`src/rtl/pwm_cfg_sequencer_pkg.sv`:
```
// Shared types and defaults for the PWM configuration sequencer and its channels.
package pwm_cfg_sequencer_pkg;

  localparam int PWM_WIDTH_DEF      = 8;
  localparam int PWMCOUNT_WIDTH_DEF = 16;
  localparam int DRAIN_TIMEOUT_DEF  = 65535;

  typedef enum logic [1:0] {
    SEQ_IDLE  = 2'd0,
    SEQ_START = 2'd1,
    SEQ_RUN   = 2'd2,
    SEQ_DRAIN = 2'd3
  } seq_state_e;

  typedef enum logic [1:0] {
    FLD_PERIOD   = 2'd0,
    FLD_COMPARE  = 2'd1,
    FLD_INITCARR = 2'd2,
    FLD_RSVD     = 2'd3
  } cfg_field_e;

endpackage

```
`src/rtl/pwm_cfg_channel.sv`:
```
// One carrier channel: shadow triple written by software, active triple fed to the
// PWM core, and the pending flag that marks a committed-but-not-yet-applied shadow.
module pwm_cfg_channel
  import pwm_cfg_sequencer_pkg::*;
#(
  parameter int CW = PWMCOUNT_WIDTH_DEF
) (
  input  logic          clk,
  input  logic          reset,
  input  logic          wr_en_i,
  input  logic [1:0]    wr_field_i,
  input  logic [CW-1:0] wr_data_i,
  input  logic          commit_set_i,
  input  logic          apply_i,
  output logic          pending_o,
  output logic          pending_nxt_o,
  output logic [CW-1:0] period_o,
  output logic [CW-1:0] compare_o,
  output logic [CW-1:0] initcarr_o
);

  logic [CW-1:0] sh_period_q, sh_period_d;
  logic [CW-1:0] sh_compare_q, sh_compare_d;
  logic [CW-1:0] sh_initcarr_q, sh_initcarr_d;
  logic [CW-1:0] act_period_q, act_period_d;
  logic [CW-1:0] act_compare_q, act_compare_d;
  logic [CW-1:0] act_initcarr_q, act_initcarr_d;
  logic          pend_q, pend_d;

  // Apply copies the pre-edge shadow, so a write landing on the same edge waits for the next commit.
  always_comb begin
    sh_period_d    = sh_period_q;
    sh_compare_d   = sh_compare_q;
    sh_initcarr_d  = sh_initcarr_q;
    act_period_d   = act_period_q;
    act_compare_d  = act_compare_q;
    act_initcarr_d = act_initcarr_q;
    pend_d         = pend_q;
    if (wr_en_i) begin
      case (cfg_field_e'(wr_field_i))
        FLD_PERIOD:   sh_period_d   = wr_data_i;
        FLD_COMPARE:  sh_compare_d  = wr_data_i;
        FLD_INITCARR: sh_initcarr_d = wr_data_i;
        default:      sh_period_d   = sh_period_q;
      endcase
    end else begin
      sh_period_d = sh_period_q;
    end
    if (apply_i) begin
      act_period_d   = sh_period_q;
      act_compare_d  = sh_compare_q;
      act_initcarr_d = sh_initcarr_q;
    end else begin
      act_period_d   = act_period_q;
    end
    if (commit_set_i) begin
      pend_d = 1'b1;
    end else if (apply_i) begin
      pend_d = 1'b0;
    end else begin
      pend_d = pend_q;
    end
  end

  // Channel state registers.
  always_ff @(posedge clk or negedge reset) begin
    if (!reset) begin
      sh_period_q    <= '0;
      sh_compare_q   <= '0;
      sh_initcarr_q  <= '0;
      act_period_q   <= '0;
      act_compare_q  <= '0;
      act_initcarr_q <= '0;
      pend_q         <= 1'b0;
    end else begin
      sh_period_q    <= sh_period_d;
      sh_compare_q   <= sh_compare_d;
      sh_initcarr_q  <= sh_initcarr_d;
      act_period_q   <= act_period_d;
      act_compare_q  <= act_compare_d;
      act_initcarr_q <= act_initcarr_d;
      pend_q         <= pend_d;
    end
  end

  assign pending_o     = pend_q;
  assign pending_nxt_o = pend_d;
  assign period_o      = act_period_q;
  assign compare_o     = act_compare_q;
  assign initcarr_o    = act_initcarr_q;

endmodule

```
`src/rtl/pwm_cfg_sequencer.sv`:
```
// PWM run-time configuration sequencer: shadow/active commit per channel plus the
// start / run / drain-to-carrier-boundary control FSM.
module pwm_cfg_sequencer
  import pwm_cfg_sequencer_pkg::*;
#(
  parameter int PWM_WIDTH      = PWM_WIDTH_DEF,
  parameter int PWMCOUNT_WIDTH = PWMCOUNT_WIDTH_DEF,
  parameter int DRAIN_TIMEOUT  = DRAIN_TIMEOUT_DEF,
  localparam int CHW  = (PWM_WIDTH > 1) ? $clog2(PWM_WIDTH) : 1,
  localparam int CNTW = $clog2(DRAIN_TIMEOUT + 1)
) (
  input  logic                                clk,
  input  logic                                reset,
  input  logic                                wr_valid,
  output logic                                wr_ready,
  input  logic [CHW-1:0]                      wr_chan,
  input  logic [1:0]                          wr_field,
  input  logic [PWMCOUNT_WIDTH-1:0]           wr_data,
  input  logic                                commit_req,
  input  logic [PWM_WIDTH-1:0]                commit_mask,
  output logic                                commit_busy,
  output logic                                commit_done,
  input  logic                                start_req,
  input  logic                                stop_req,
  input  logic [PWM_WIDTH-1:0]                carr_evt_x,
  output logic [PWMCOUNT_WIDTH*PWM_WIDTH-1:0] period_x,
  output logic [PWMCOUNT_WIDTH*PWM_WIDTH-1:0] compare_x,
  output logic [PWMCOUNT_WIDTH*PWM_WIDTH-1:0] initcarr_x,
  output logic                                pwm_onoff,
  output logic [1:0]                          seq_state,
  output logic                                timeout_err
);

  seq_state_e            state_q, state_d;
  logic [CNTW-1:0]       cnt_q, cnt_d;
  logic [PWM_WIDTH-1:0]  seen_q, seen_d;
  logic                  onoff_q, onoff_d;
  logic                  terr_q, terr_d;
  logic                  done_q, done_d;

  logic [PWM_WIDTH-1:0]  pend_s, pend_nxt_s, apply_s, commit_set_s, wr_en_s, zero_per_s;
  logic                  commit_acc_s;

  assign wr_ready     = ~pend_s[wr_chan];
  assign commit_busy  = |pend_s;
  assign commit_acc_s = commit_req & ~commit_busy;

  for (genvar i = 0; i < PWM_WIDTH; i++) begin : g_chan
    localparam logic [CHW-1:0] CH_IDX = CHW'(i);

    assign wr_en_s[i]      = wr_valid & wr_ready & (wr_chan == CH_IDX);
    assign commit_set_s[i] = commit_acc_s & commit_mask[i];
    // START force-loads every channel; RUN waits for that channel's carrier event; DRAIN holds.
    assign apply_s[i] = (state_q == SEQ_START) |
                        (pend_s[i] & ((state_q == SEQ_IDLE) |
                                      ((state_q == SEQ_RUN) & carr_evt_x[i])));
    assign zero_per_s[i] = (period_x[PWMCOUNT_WIDTH*i +: PWMCOUNT_WIDTH] == '0);

    pwm_cfg_channel #(.CW(PWMCOUNT_WIDTH)) u_chan (
      .clk           (clk),
      .reset         (reset),
      .wr_en_i       (wr_en_s[i]),
      .wr_field_i    (wr_field),
      .wr_data_i     (wr_data),
      .commit_set_i  (commit_set_s[i]),
      .apply_i       (apply_s[i]),
      .pending_o     (pend_s[i]),
      .pending_nxt_o (pend_nxt_s[i]),
      .period_o      (period_x[PWMCOUNT_WIDTH*i +: PWMCOUNT_WIDTH]),
      .compare_o     (compare_x[PWMCOUNT_WIDTH*i +: PWMCOUNT_WIDTH]),
      .initcarr_o    (initcarr_x[PWMCOUNT_WIDTH*i +: PWMCOUNT_WIDTH])
    );
  end

  // Sequencer next-state, drain tracking and commit-done pulse.
  always_comb begin
    state_d = state_q;
    cnt_d   = cnt_q;
    seen_d  = seen_q;
    onoff_d = onoff_q;
    terr_d  = terr_q;
    done_d  = ((|pend_s) & ~(|pend_nxt_s)) | (commit_acc_s & ~(|commit_mask));
    case (state_q)
      SEQ_IDLE: begin
        if (start_req) begin
          state_d = SEQ_START;
          terr_d  = 1'b0;
        end else begin
          state_d = SEQ_IDLE;
        end
      end
      SEQ_START: begin
        state_d = SEQ_RUN;
        onoff_d = 1'b1;
      end
      SEQ_RUN: begin
        if (stop_req) begin
          state_d = SEQ_DRAIN;
          cnt_d   = '0;
          seen_d  = zero_per_s;
        end else begin
          state_d = SEQ_RUN;
        end
      end
      SEQ_DRAIN: begin
        seen_d = seen_q | carr_evt_x;
        cnt_d  = cnt_q + CNTW'(1);
        if (&seen_d) begin
          state_d = SEQ_IDLE;
          onoff_d = 1'b0;
          cnt_d   = '0;
        end else if (cnt_d == CNTW'(DRAIN_TIMEOUT)) begin
          state_d = SEQ_IDLE;
          onoff_d = 1'b0;
          terr_d  = 1'b1;
          cnt_d   = '0;
        end else begin
          state_d = SEQ_DRAIN;
        end
      end
      default: begin
        state_d = SEQ_IDLE;
        onoff_d = 1'b0;
      end
    endcase
  end

  // Sequencer registers.
  always_ff @(posedge clk or negedge reset) begin
    if (!reset) begin
      state_q <= SEQ_IDLE;
      cnt_q   <= '0;
      seen_q  <= '0;
      onoff_q <= 1'b0;
      terr_q  <= 1'b0;
      done_q  <= 1'b0;
    end else begin
      state_q <= state_d;
      cnt_q   <= cnt_d;
      seen_q  <= seen_d;
      onoff_q <= onoff_d;
      terr_q  <= terr_d;
      done_q  <= done_d;
    end
  end

  assign pwm_onoff   = onoff_q;
  assign seq_state   = state_q;
  assign timeout_err = terr_q;
  assign commit_done = done_q;

endmodule

```
`config.mk`:
```
export PLATFORM = sky130hd
export DESIGN_NAME = pwm_cfg_sequencer
export DESIGN_NICKNAME = d
export VERILOG_FILES = /design/src/rtl/pwm_cfg_sequencer_pkg.sv /design/src/rtl/pwm_cfg_channel.sv /design/src/rtl/pwm_cfg_sequencer.sv
export SDC_FILE = /design/constraint.sdc
export NUM_CORES = 1
export LEC_CHECK = 0
export CAP_MARGIN = 20
export CORE_MARGIN = 2
export CORE_UTILIZATION = 40
export DETAILED_ROUTE_END_ITERATION = 6
export GPL_TIMING_DRIVEN = 0
export PLACE_DENSITY = 0.62
export SLEW_MARGIN = 10
export SYNTH_ARGS = -nofsm -noshare
export SYNTH_HDL_FRONTEND = slang
export SYNTH_HIERARCHICAL = 1
export SYNTH_SLANG_ARGS = --single-unit
```
`constraint.sdc`:
```
create_clock -name clk -period 2.9 [get_ports clk]
set_clock_uncertainty 0.15 [all_clocks]
set_input_delay 0.435 -clock clk [delete_from_list [all_inputs] [get_ports clk]]
set_output_delay 0.435 -clock clk [all_outputs]
set_load 0.01 [all_outputs]
```
## After elaboration in Yosys (flattened, before gate mapping)

Cells that the tools add are included.

| storage, ports and cells | value |
|---|---|
| memories | 0 |
| latch bits | 0 |
| bits in read-only memories | 0 |
| register bits | 805 |
| memory bits (writable) | 0 |

| operators by class | value |
|---|---|
| add/subtract/negate cells | 1 |
| $mul | 0 |
| bitwise operators | 58 |
| eq/ne operators | 18 |
| reductions and logical operators | 45 |
| div/mod/pow operators | 0 |
| shift operators | 0 |
| mux-type cells | 36 |
| magnitude comparators | 1 |

Operators with widths:

| cell | count |
|---|---|
| zero test 16 bit | 8 |
| AND reduction 2 bit | 26 |
| two-way mux 16 bit | 3 |
| AND 1 bit | 36 |
| case mux 16 bit (2 select lines) | 1 |
| two-way mux 1 bit | 24 |
| OR reduction 8 bit | 3 |
| OR 1 bit | 17 |
| adder 16 x 1 -> 16 bit (second input constant) | 1 |
| == test 16 bit (second input constant) | 1 |
| case mux 8 bit (2 select lines) | 1 |
| == test 3 bit (second input constant) | 4 |
| two-way mux 8 bit | 1 |
| != test 2 bit (second input constant) | 4 |
| OR 8 bit | 1 |
| case mux 2 bit (4 select lines) | 1 |
| AND reduction 8 bit | 1 |
| == test 2 bit (second input constant) | 3 |
| == test 3 x 2 -> 1 bit (second input constant) | 2 |
| nonzero test 2 bit | 3 |
| == test 2 x 1 -> 1 bit (second input constant) | 2 |
| zero test 2 bit | 2 |
| less-than comparator 3 x 4 -> 1 bit (second input constant) | 1 |
| two-way mux 2 bit | 2 |
| other kinds (7) | 11 |

## Depth between registers and ports, before layout

| logic depth | value |
|---|---|
| depth in word-level cells | 11 |
| gate-level depth with buffers | 11 |
| mapped depth without buffers | 8 |

## By module

Netlist, hierarchy kept.

By module, submodules not included:

| module | seq. area each (um2) | cells each | area each (um2) | times used |
|---|---|---|---|---|
| pwm_cfg_channel | 2427.3 | 206 | 3618.5 | 8 |
| pwm_cfg_sequencer | 725.7 | 286 | 2272.2 | 1 |

## Least setup slack after synthesis

Ideal clock, no wire load.

| path | value |
|---|---|
| kind | input to register |
| start point | input wr_chan[1] |
| end point | register g_chan[2].u_chan.sh_period_q[0] |
| cell stages on the path | 7 |
| data arrival time | 3.037 ns |
| path slack | -0.411 ns |
| setup time | 0.125 ns |
| path buffers | 2 |
| path through | clkbuf_1 -> mux4_2 -> or3b_2 -> nor3b_1 -> nor3b_4 -> buf_6 -> mux2_2 |

| between the ends | value |
|---|---|
| cells in the longest elaborated chain, start to end | 6 |
| elaborated cells on any way between the ends | 7 |
| those cells by class | eq/ne: 1; mux: 2; bitwise: 3; reduce/logical: 1 |

RTL lines:

| what | line | text |
|---|---|---|
| from (decl) | pwm_cfg_sequencer.sv:16 | `input logic [CHW-1:0] wr_chan,` |
| binary-select mux 1 bit (select 3 bit) | pwm_cfg_sequencer.sv:44 | `assign wr_ready = ~pend_s[wr_chan];` |
| two-way mux 1 bit (implied by the code) | pwm_cfg_sequencer.sv:44 |  |
| inverter 1 bit | pwm_cfg_sequencer.sv:44 |  |
| AND 1 bit | pwm_cfg_sequencer.sv:51 | `assign wr_en_s[i] = wr_valid & wr_ready & (wr_chan == CH_IDX);` |
| AND 1 bit * | pwm_cfg_sequencer.sv:51 |  |
| via wr_en_s[2] | pwm_cfg_sequencer.sv:41 | `logic [PWM_WIDTH-1:0] pend_s, pend_nxt_s, apply_s, commit_set_s, wr_en_s, zero_per_s;` |
| AND reduction 2 bit (no line) * | - |  |
| to (signal assigned) | pwm_cfg_channel.sv:76 | `sh_period_q <= sh_period_d;` |
| to (decl) | pwm_cfg_channel.sv:22 | `logic [CW-1:0] sh_period_q, sh_period_d;` |

The timed path passes the listed nets; every way through them passes the cells marked *. The select of a mux whose other input is x is not followed.
A chain may end at the register's enable or synchronous reset.

## Final worst setup path

| path | value |
|---|---|
| start point | register g_chan[3].u_chan.pend_q |
| end point | register g_chan[1].u_chan.sh_compare_q[14] |

| between the ends | value |
|---|---|
| cells in the longest elaborated chain, start to end | 6 |

RTL lines:

| what | line | text |
|---|---|---|
| from (decl) | pwm_cfg_channel.sv:28 | `logic pend_q, pend_d;` |
| from (signal assigned) | pwm_cfg_channel.sv:82 | `pend_q <= pend_d;` |
| binary-select mux 1 bit (select 3 bit) | pwm_cfg_sequencer.sv:44 |  |
| two-way mux 1 bit (implied by the code) | pwm_cfg_sequencer.sv:44 |  |
| inverter 1 bit | pwm_cfg_sequencer.sv:44 |  |
| AND 1 bit (2 in a row) | pwm_cfg_sequencer.sv:51 |  |
| via wr_en_s[1] | pwm_cfg_sequencer.sv:41 |  |
| AND reduction 2 bit (no line) | - |  |
| to (signal assigned) | pwm_cfg_channel.sv:77 | `sh_compare_q <= sh_compare_d;` |
| to (decl) | pwm_cfg_channel.sv:23 | `logic [CW-1:0] sh_compare_q, sh_compare_d;` |

The timed path passes the listed nets, and every way through them passes these cells. The select of a mux whose other input is x is not followed.

==> qor.csv <==
stage;metric;value;unit
synthesis;ys_types;50;
sta;relSlewSlack;0.419;
power;irDropWorstVdd;561;µV
place;place.port_buffers;431;
clock_network;numCtsBuffers;84;
floorplan;die_w;283;µm
power;p_clk_frac;0.260;
sta;drv_slew;0;
global_routing;busiest_layer;met2;
drt;wl;89600;µm
place;placed_area;37500;µm²
power;pwr-share-comb;0.346;
synthesis;synth_seq_cells;805;
drt;drtIter0Drc;978;
sta;rsz0062_at_grt;yes;
cells_and_area;fin_area;40700;µm²
synthesis;syn_nets;1979;
cells_and_area;num-fill-cells;6388;
synthesis;synth-edff-count;0;
sta;tightest_slew;0.859;ns
cells_and_area;drive_gt1_frac;0.425;
synthesis;netlist_instances;1934;
worst_setup_path;crit_type;reg -> reg;
clock_network;clkSlewWorstSetupHoldPaths;0.06;ns
clock_network;cts_tree;built;
floorplan;core-area;77300;µm²
worst_setup_path;worstPathArrival;3.20;ns
place;hpwl;64700;µm
synthesis;synth_async_sr_flop_share;1.00;
worst_setup_path;worst_setup_path_start_kind;flip-flop;
clock_network;clock_latency;0.63;ns
clock_network;cts_max_path_buffers;3;
drt;drc;0;
cells_and_area;layout_commonest_cell;dfrtp_1;
drt;wl_per_cell;24.9;µm
power;total_power;43.5;mW
place;place.gp.congestion;0.814;
clock_network;cts-root-buf;clkbuf_16;
drt;final_antenna_net_count;0;
floorplan;row_count;102;
synthesis;yosysSeqAreaShare;0.645;
outcome;status;finished clean;
run;maxCapViolations;0;
global_routing;antenna_found_initial;18;
global_routing;grt_overflow_total;0;
global_routing;grt_use_total;0.222;
global_routing;grt_pass1_wl;134000;µm
floorplan;start_util;0.404;
floorplan;pin_count;434;
power;p_int;30.2;mW
cells_and_area;final_cell_mix;dfrtp_1 (804), mux2_2 (764), clkdlybuf4s50_1 (411), clkbuf_16 (87), buf_2 (49);
synthesis;avgSynthCellArea;16.1;µm²
sta;finalHoldViolations;0;
cells_and_area;fin_nets;2529;
sta;fmax;351;MHz
worst_setup_path;cp_max_fo;10;
global_routing;grt_use_met1;0.294;
power;power_density;1070;nW/µm²
power;swShare;0.305;
clock_network;htree_num_levels;3;
synthesis;ys.warnings.count;6;
drt;via_count;18600;
clock_network;cts_sinks;805;
global_routing;met3_usage;0.0565;
power;switchingPower;13.3;mW
sta;fin_crit;2.85;ns
floorplan;die_h;283;µm
drt;via_per_inst;5.16;
synthesis;syn_area;31200;µm²
power;p_leak;18.6;nW
sta;setup_violations;0;
drt;dr.pass1.iters;4;
global_routing;grt_max_degree;114;
worst_setup_path;worst_setup_path_end_kind;flip-flop;
global_routing;grt_pass1_vias;19900;
cells_and_area;post-route-util;0.526;
global_routing;grt_util_met2;0.368;
power;pwr-share-seq;0.395;
cells_and_area;syn2layout_area_growth;30.2;%
synthesis;ys.flop_type;dfrtp_1;
floorplan;dieArea;80300;µm²
sta;fin_crit_sh;0.981;
hold_path;hold_class;in -> async;
worst_setup_path;required;3.26;ns
==> final cells by class <==
class | count | area [µm²] | share of cell area
diodes | 9 | 22.5 | 0.000554
inverters | 14 | 52.6 | 0.00129
well taps | 1040 | 1300 | 0.0320
plain buffers | 72 | 568 | 0.0140
flip-flops and latches | 805 | 20100 | 0.496
repair buffers | 469 | 4950 | 0.122
multi-input cells | 1038 | 10700 | 0.263
clock inverters | 28 | 425 | 0.0105
clock buffers | 124 | 2510 | 0.0619
==> path summary, 6_finish.rpt <==
kind	startpoint	to	slack, ns	cells past startpoint
min in group clk	wr_data[8]	g_chan[0].u_chan/sh_compare_q[8]$_DFFE_PN0P_	0.26	2
min	reset	g_chan[0].u_chan/compare_o[14]$_DFFE_PN0P_	0.14	2
max reg2reg	g_chan[3].u_chan/pending_o$_DFF_PN0_	g_chan[1].u_chan/sh_compare_q[14]$_DFFE_PN0P_	0.05	7
max	g_chan[3].u_chan/pending_o$_DFF_PN0_	g_chan[1].u_chan/sh_compare_q[14]$_DFFE_PN0P_	0.05	7
max in group asynchronous	reset	seq_state[0]$_DFF_PN0_	0.64	5
min reg2reg	g_chan[3].u_chan/sh_initcarr_q[14]$_DFFE_PN0P_	g_chan[3].u_chan/initcarr_o[14]$_DFFE_PN0P_	0.34	1
==> per-stage QoR <==
stage | instances | worst slack (ns) | hold WS [ns] | TNS, ns
final | 3599 | 0.0542 | 0.139 | 0
after global routing | 3595 | -0.0413 | 0.135 | -0.678
after CTS | 3589 | -0.221 | 0.0965 | -0.221
after detailed placement | 3433 | -1.09 | 0.180 | -133.45
after global placement | 3405 | -33.48 | 0.330 | -
after floorplan | 1934 | -0.00972 | -0.0106 | -0.0972
==> routing by layer <==
metal,wire length [µm],up-vias
met5,92,-
met4,1650,14
met3,5420,119
met2,43600,433
met1,38800,9890
li1,-,8097
==> sequential cells by signal, indices dropped and copies added, names as in the netlist <==
signal and count:
timeout_err 1, pwm_onoff 1, g_chan.u_chan/sh_initcarr_q 128, seen_q 8, g_chan.u_chan/pending_o 8, seq_state 2, g_chan.u_chan/sh_period_q 128, g_chan.u_chan/sh_compare_q 128
g_chan.u_chan/initcarr_o 128, g_chan.u_chan/compare_o 128, cnt_q 16, commit_done 1, g_chan.u_chan/period_o 128
==> power groups by stage <==
stage	combinational, mW	sequential [mW]	clock [mW]
2_1_floorplan	7.11	17.6	0
3_3_place_gp	14.6	17.3	0
3_5_place_dp	15.0	17.3	0
4_1_cts	15.2	17.2	11.6
5_1_grt	16.0	17.6	12.0
6_report	15.0	17.2	11.3
==> critical path, stage by stage (launching register included) <==
cell      delay (ns)
dfrtp_1         0.41
mux4_2          0.50
or3b_4          0.47
nor3b_4         0.24
buf_4           0.18
nand3b_2        0.22
clkbuf_8        0.27
mux2_2          0.28
==> cell families (layout without fill, tap and decap cells) <==
logic type / Yosys count / after routing / share of synthesized area
AOI/OAI and AO/OA: 81 / 81 / 0.0165
xor gates and xnor gates: 4 / 4 / 0.00172
adders and majority gates: 2 / 2 / 0.000801
buffers and inverters: 91 / 707 / 0.0185
DFF: 805 / 805 / 0.645
muxes: 772 / 772 / 0.279
other: 0 / 9 / 0
and+or+nand+nor: 179 / 179 / 0.0382
==> Yosys cell counts (all sizes together) (14+ instances only) <==
master  number  share of area
a21oi       33         0.0053
buf         62          0.012
clkbuf      15         0.0044
dfrtp      805           0.65
inv         14         0.0017
mux2       768           0.28
nand2       31         0.0037
nand3       17         0.0027
nand3b      16         0.0058
nor2        19         0.0023
nor4        40         0.0082
==> repair_timing <==
action                                  in CTS  in global routing
gates cloned                                 0                  1
endpoints found under the hold margin      322                  0
endpoints found under the setup margin     431                 85
pin swaps                                    0                  3
hold buffers                                 1                  0
resized for setup                           28                 27
buffers inserted                             4                  4
No activity file was read; power rests on OpenSTA's default activity.
